## config.mk

```make
export PLATFORM = sky130hd
export DESIGN_NAME = alu_share_arbiter
export DESIGN_NICKNAME = d
export VERILOG_FILES = /design/src/rtl/alu_share_arbiter.sv
export SDC_FILE = /design/constraint.sdc
export NUM_CORES = 1
export LEC_CHECK = 0
export CAP_MARGIN = 20
export CELL_PAD_IN_SITES_DETAIL_PLACEMENT = 1
export CELL_PAD_IN_SITES_GLOBAL_PLACEMENT = 2
export CORE_AREA = 5 5 226 118
export DETAILED_ROUTE_END_ITERATION = 10
export DIE_AREA = 0 0 231 123
export PLACE_DENSITY_LB_ADDON = 0.25
export SETUP_SLACK_MARGIN = 0.05
export SLEW_MARGIN = 25
export SYNTH_ARGS = -nofsm -noshare
export SYNTH_HDL_FRONTEND = slang
export SYNTH_SLANG_ARGS = --single-unit
```

## constraint.sdc

```tcl
create_clock -name clk -period 1.61 [get_ports clk]
set_clock_uncertainty 0.1 [all_clocks]
set_input_delay 0.322 -clock clk [delete_from_list [all_inputs] [get_ports clk]]
set_output_delay 0.322 -clock clk [all_outputs]
set_load 0.02 [all_outputs]
```

## src/rtl/alu_share_arbiter.sv

```systemverilog
// rtl/alu_share_arbiter.sv - round-robin sharing of one combinational ALU between two requesters
//
// Purpose:
//   Requester 0 (integer pipeline) and requester 1 (address/branch-compare
//   unit) share a single-cycle combinational ALU. One operation is in flight
//   at a time and walks IDLE -> EXEC -> RESP.
//   - IDLE: combinational grant (round-robin on contention). The winner's
//     operands are latched on the request handshake.
//   - EXEC: the ALU sees the registered operands. Its output is captured at
//     the end of the cycle.
//   - RESP: the captured response is held for the owner until the owner
//     accepts it.
//
// Optional feature:
//   ALU_ARB_OPCHECK_EN - when defined, an illegal ALUControl code is detected
//   at acceptance. The ALU is then driven with ADD, and the response is
//   result=0, zero=1, err=1. When undefined, the code passes through
//   unchanged and rsp_err is tied low.
//
// Ports:
//   clk, rst_n                     clock, asynchronous active-low reset
//   req_valid[1:0] / req_ready[1:0]
//                                  per-requester request handshake
//   req_a0/1, req_b0/1             32-bit operands per requester
//   req_ctrl0/1                    4-bit ALUControl per requester
//   req_tag0/1                     TAG_W tag per requester, echoed on response
//   alu_a, alu_b, alu_ctrl         registered operands to the shared ALU
//   alu_result, alu_zero           ALU outputs, sampled only in EXEC
//   rsp_valid[1:0] / rsp_ready[1:0]
//                                  per-requester response handshake (one-hot)
//   rsp_result, rsp_zero, rsp_err  captured response
//   rsp_tag                        tag of the served request

module alu_share_arbiter #(
  parameter int TAG_W = 4
) (
  input  logic             clk,
  input  logic             rst_n,
  input  logic [1:0]       req_valid,
  output logic [1:0]       req_ready,
  input  logic [31:0]      req_a0,
  input  logic [31:0]      req_a1,
  input  logic [31:0]      req_b0,
  input  logic [31:0]      req_b1,
  input  logic [3:0]       req_ctrl0,
  input  logic [3:0]       req_ctrl1,
  input  logic [TAG_W-1:0] req_tag0,
  input  logic [TAG_W-1:0] req_tag1,
  output logic [31:0]      alu_a,
  output logic [31:0]      alu_b,
  output logic [3:0]       alu_ctrl,
  input  logic [31:0]      alu_result,
  input  logic             alu_zero,
  output logic [1:0]       rsp_valid,
  input  logic [1:0]       rsp_ready,
  output logic [31:0]      rsp_result,
  output logic             rsp_zero,
  output logic             rsp_err,
  output logic [TAG_W-1:0] rsp_tag
);

  localparam logic [3:0] CTRL_ADD = 4'b0010;

  typedef enum logic [1:0] {
    IDLE = 2'd0,
    EXEC = 2'd1,
    RESP = 2'd2
  } state_t;

  state_t state;
  logic   prio;   // requester that wins the next contended grant
  logic   own;    // requester owning the operation in flight

  logic [1:0]       grant;
  logic             accept;
  logic             win;
  logic [31:0]      win_a;
  logic [31:0]      win_b;
  logic [3:0]       win_ctrl;
  logic [TAG_W-1:0] win_tag;
  logic [3:0]       ctrl_load;
  logic [31:0]      cap_result;
  logic             cap_zero;

  // Grant exists only in IDLE. With both requesters valid, prio picks the winner.
  always_comb begin
    grant = 2'b00;
    if (state == IDLE) begin
      case (req_valid)
        2'b01:   grant = 2'b01;
        2'b10:   grant = 2'b10;
        2'b11:   grant = prio ? 2'b10 : 2'b01;
        default: grant = 2'b00;
      endcase
    end
  end

  // The FSM already sits in IDLE while reset is held. Gating with rst_n keeps
  // ready low throughout reset instead of echoing req_valid.
  assign req_ready = grant & {2{rst_n}};
  assign accept    = |grant;
  assign win       = grant[1];

  assign win_a    = win ? req_a1    : req_a0;
  assign win_b    = win ? req_b1    : req_b0;
  assign win_ctrl = win ? req_ctrl1 : req_ctrl0;
  assign win_tag  = win ? req_tag1  : req_tag0;

`ifdef ALU_ARB_OPCHECK_EN
  logic win_illegal;
  logic illegal_q;   // the operation in flight carried an illegal code

  always_comb begin
    win_illegal = 1'b1;
    case (win_ctrl)
      4'b0000, 4'b0001, 4'b0010, 4'b0100,
      4'b0101, 4'b0110, 4'b0111, 4'b1101: win_illegal = 1'b0;
      default:                            win_illegal = 1'b1;
    endcase
  end

  // Illegal codes never reach the ALU. ADD keeps its output well defined,
  // although that output is discarded.
  assign ctrl_load  = win_illegal ? CTRL_ADD : win_ctrl;
  assign cap_result = illegal_q ? 32'd0 : alu_result;
  assign cap_zero   = illegal_q ? 1'b1  : alu_zero;

  always_ff @(posedge clk or negedge rst_n) begin
    if (!rst_n) begin
      illegal_q <= 1'b0;
      rsp_err   <= 1'b0;
    end else begin
      if (state == IDLE && accept) begin
        illegal_q <= win_illegal;
      end
      if (state == EXEC) begin
        rsp_err <= illegal_q;
      end
    end
  end
`else
  assign ctrl_load  = win_ctrl;
  assign cap_result = alu_result;
  assign cap_zero   = alu_zero;
  assign rsp_err    = 1'b0;
`endif

  always_ff @(posedge clk or negedge rst_n) begin
    if (!rst_n) begin
      state      <= IDLE;
      prio       <= 1'b0;
      own        <= 1'b0;
      alu_a      <= 32'd0;
      alu_b      <= 32'd0;
      alu_ctrl   <= CTRL_ADD;
      rsp_tag    <= '0;
      rsp_result <= 32'd0;
      rsp_zero   <= 1'b0;
      rsp_valid  <= 2'b00;
    end else begin
      case (state)
        IDLE: begin
          if (accept) begin
            alu_a    <= win_a;
            alu_b    <= win_b;
            alu_ctrl <= ctrl_load;
            rsp_tag  <= win_tag;
            own      <= win;
            prio     <= ~win;
            state    <= EXEC;
          end
        end
        EXEC: begin
          rsp_result <= cap_result;
          rsp_zero   <= cap_zero;
          rsp_valid  <= own ? 2'b10 : 2'b01;
          state      <= RESP;
        end
        RESP: begin
          // Only the owner's rsp_ready can complete the response.
          if (rsp_ready[own]) begin
            rsp_valid <= 2'b00;
            state     <= IDLE;
          end
        end
        default: begin
          rsp_valid <= 2'b00;
          state     <= IDLE;
        end
      endcase
    end
  end

endmodule

```

# [Word-level counts from Yosys, hierarchy flattened]
# Index checks and enable logic that the tools add are counted.
[classes] magnitude_cmp=1 eq_ne=7 reduce_logical=5 n_mux=14 bitwise=3
[op_table] cell="32-bit 2-to-1 mux" count=2
[op_table] cell="2-bit one-hot mux with 3 select lines" count=3
[op_table] cell="2-bit 2-to-1 mux" count=5
[op_table] cell="4-bit 2-to-1 mux" count=2
[op_table] cell="2-bit equality test (second input constant)" count=3
[op_table] cell="2-bit AND reduction" count=3
[op_table] cell="2-bit by 1-bit equality test with 1-bit output (second input constant)" count=2
[op_table] cell="2-bit != test (second input constant)" count=2
[op_table] cell="2-bit AND" count=1
[op_table] cell="2-bit zero test" count=1
[op_table] cell="1-bit by 2-bit less-than comparator with 1-bit output (second input constant)" count=1
[op_table] cell="1-bit 2-to-1 mux" count=2
[op_table] cell="1-bit inverter" count=2
[op_table] cell="2-bit OR reduction" count=1
[totals] reg_bits=111 elab_cells=40 input_bits=183

# [Longest topological paths before layout]
[logic_depth] word_depth=6 ltp_mapped=5 mapped_depth_nobuf=3

# [Least setup slack after synthesis]
# Ideal clock, no wire load.
[synth_timing] path_type="register -> output" startpoint="register state[0]" endpoint="output port req_ready[1]" path_stages_with_launch=5 n_path_buf=1 required_ns=1.188 setup_slack_ns=-0.004 arrival_ns=1.192 cell_sequence="dfrtp_1 > nor2_4 > nand3_1 > buf_2 > nor2_1"
[synth_via] elab_chain_len=3
[synth_lines] element="start: declaration" line="70" text="state_t state;"
[synth_lines] element="start signal: assignment" line="150" text="state <= IDLE;"
[synth_lines] element="start signal: assignment" line="170" text="state <= EXEC;"
[synth_lines] element="start signal: assignment" line="177" text="state <= RESP;"
[synth_lines] element="2-bit zero test" line="88" text="if (state == IDLE) begin"
[synth_lines] element="2-bit 2-to-1 mux" line="88"
[synth_lines] element="2-bit AND" line="100" text="assign req_ready = grant & {2{rst_n}};"
[synth_lines] element="end: declaration" line="40" text="output logic [1:0] req_ready,"
# No other way between the ends.

# [Worst setup path in the final report]
[layout_timing] startpoint="register state[0]" endpoint="output port req_ready[0]"
# The elaborated chain is that of the path after synthesis.

==> run summary <==
Outcome = finished with violations
Violated checks = setup timing
CP max FO = 3
Worst setup SP type = flop
R2R depth = 6
First-pass GRT wire length = 36,900 um
TritonRoute pass-1 iters = 4
Setup CP Type = flop to primary output
Least-Margin Pin Slew = 0.752 ns
Height of the die = 123 um
Tmin final = 1.82 ns
Post-synthesis register bit count = 111
I/O pin count = 293
H-tree depth = 3
Post-Syn Nets = 702
RR Endpoint = rsp_result[6]
TNS Setup = -3.51 ns
Max-slew headroom = 0.499
Clock Sinks = 111
Design area = 0.00964 sq mm
Layout cell share with drive strength beyond 1 = 0.264
CTS tree = done
HPWL reported at the end of detailed placement = 16,900 um
Initial Util = 0.216
Pleak = 4.11 nW
Die area = 0.0284 sq mm
Mux contribution to synthesized area = 0.0908
Routability cong. = 0.752
Worst-case clock buffer depth = 2
Most frequent cells in the layout = clkdlybuf4s50_1 (179), dfrtp_1 (108), nand3_1 (107)
Setup Viol. Count Final = 90
Root Buffer = clkbuf_16
MaxCap Viol Count = 0
Overall Global Routing Usage = 0.168
Initial antenna violation count = 3
PwrDens = 1980 mW/mm^2
Worst Setup SP = state[0]
Sequential share of the synthesized area = 0.523
Setup ws final = -0.211 ns
WP data arrival = 1.40 ns
Clk Latency, worst-skew pair = 0.37 ns
Gr ovfl total = 0
Area share of xor/xnor cells in the synthesized design = 0
Ys flop type = dfrtp_1
Register-to-register setup slack = -0.08 ns
Row count = 41
Post-synth EDFFs = 0
Routed vias = 5,613
Ys async rst share = 1.00
Max frequency = 0.549 GHz
Max IR drop VDD = 905 uV
Commonest non-fill, non-tap cell in the layout = clkdlybuf4s50_1
ANT nets after route = 0
Setup crit end kind = primary output
Vias in the first global route = 6,001
Synth Area in Compound Gates = 0.137
Clock transition at path regs = 0.08 ns
Starting DRT DRC Count = 303
Hold Violations, Final = 0
Drt total wl = 26,400 um
Distinct cells, synth = 29
Gate Count Post-Synth = 519
Syn Area/Cell = 10.2 sq um
Total CTS buffers = 9
RSZ-0062 raised after global routing = true
R2R Path Start = state[1]
Synth Area in Simple Gates = 0.180
Die Wd = 231 um
Largest family of logic cells by synthesized area = simple AND/OR/NAND/NOR gates
Post-layout nets = 1,004
Largest net degree at the start of global routing = 73
Mapped Area = 0.00532 sq mm
Drt drc = 0
Area Growth Syn to Fin = 81.4%
Area after DPL = 0.00864 sq mm
Required time worst endpoint = 1.19 ns
Routed len/inst = 23.0 um
DR vias/cell = 4.89
Synth Area in Adders = 0
Class of the worst hold path = primary input to asynchronous set/reset pin
I/O Buffers = 291
Synth warn = 0
Period Utilization, post-route = 1.13
Fin. max-slew vios = 0
Core Area = 0.0246 sq mm
[synthesized netlist by cell type (2+ instances only)]
library cell / number / area [sq um]
a32o_1: 2 / 20.0
buf_2: 23 / 115
buf_4: 2 / 15.0
buf_6: 4 / 45.0
clkbuf_1: 28 / 105
dfrtp_1: 110 / 2750
inv_1: 22 / 82.6
mux2_1: 6 / 67.6
mux2_4: 27 / 405
nand2b_1: 4 / 25.0
nand3_1: 110 / 551
nand4_1: 54 / 338
nor2_1: 3 / 11.3
o2111ai_1: 18 / 158
o211ai_1: 18 / 135
o21ai_0: 2 / 10.0
o21ai_1: 73 / 365
o21ai_2: 2 / 17.5
[how the worst max path moves through the flow]
stage / to / slack, ns / depth (start not counted)
global route: req_ready[0] / -0.27 / 3
finish: req_ready[0] / -0.21 / 3
floorplan: req_ready[1] / 0.09 / 4
detailed placement: req_ready[0] / -0.35 / 3
CTS: req_ready[0] / -0.24 / 3
global placement: req_ready[0] / -0.36 / 3
[area by class of cell]
class | count | area, sq um
fill | 2713 | 15000
timing repair buffer | 346 | 3520
sequential | 111 | 2780
multi-input combinational | 330 | 2560
tap | 322 | 403
clock buffer | 9 | 225
inverter | 23 | 86.3
clock inverter | 7 | 61.3
antenna | 1 | 2.50
[worst max-delay path, stage by stage (launching register included)]
cell,delay (ns)
dfrtp_2,0.45
a211oi_4,0.24
and3_4,0.22
buf_6,0.12
[logic make-up after synthesis]
kind of cell,Yosys count
AOI/OAI and AO/OA,117
muxes,34
buffers and inverters,80
other,1
DFF,111
and+or+nand+nor,176
[flip-flops by register name, indices dropped and copies added (netlist names)]
register / cells
rsp_zero: 1
alu_a: 32
rsp_result: 32
rsp_valid: 2
alu_b: 32
prio: 1
rsp_tag: 4
state: 2
alu_ctrl: 4
own: 1
[report_power, final]
| group | switching (mW) | internal [mW] |
|---|---|---|
| combinational | 6.30 | 5.33 |
| sequential | 0.995 | 4.20 |
| clock | 1.21 | 1.08 |
[per-layer routing]
layer / track usage / vias to the layer above / routed length [um]
met4: 0.0352 / 2 / 238
met1: 0.222 / 2869 / 12600
met3: 0.0672 / 20 / 1910
met2: 0.261 / 166 / 11700
met5: 0 / - / 11
li1: - / 2556 / -
[repair_timing]
item	4_1_cts	5_1_grt
cloned	5	14
pin swaps	11	57
endpoints found under the hold margin	10	0
setup endpoints to repair	217	156
hold buffers	1	0
resized for setup	173	170
buffers inserted	5	15
[stage by stage]
step | util | cells | power, mW | setup slack, ns | hold WS (ns)
2_1_floorplan | - | 519 | 10.2 | 0.0851 | -0.0736
3_3_place_gp | 0.351 | 1102 | 14.8 | -0.363 | 0.202
3_5_place_dp | 0.351 | 1102 | 15.1 | -0.351 | 0.210
4_1_cts | 0.371 | 1129 | 17.5 | -0.243 | 0.0185
5_1_grt | 0.391 | 1148 | 20.2 | -0.268 | 0.0469
6_report | 0.392 | 1149 | 19.1 | -0.211 | 0.0126
No activity file was read; power rests on OpenSTA's default activity.
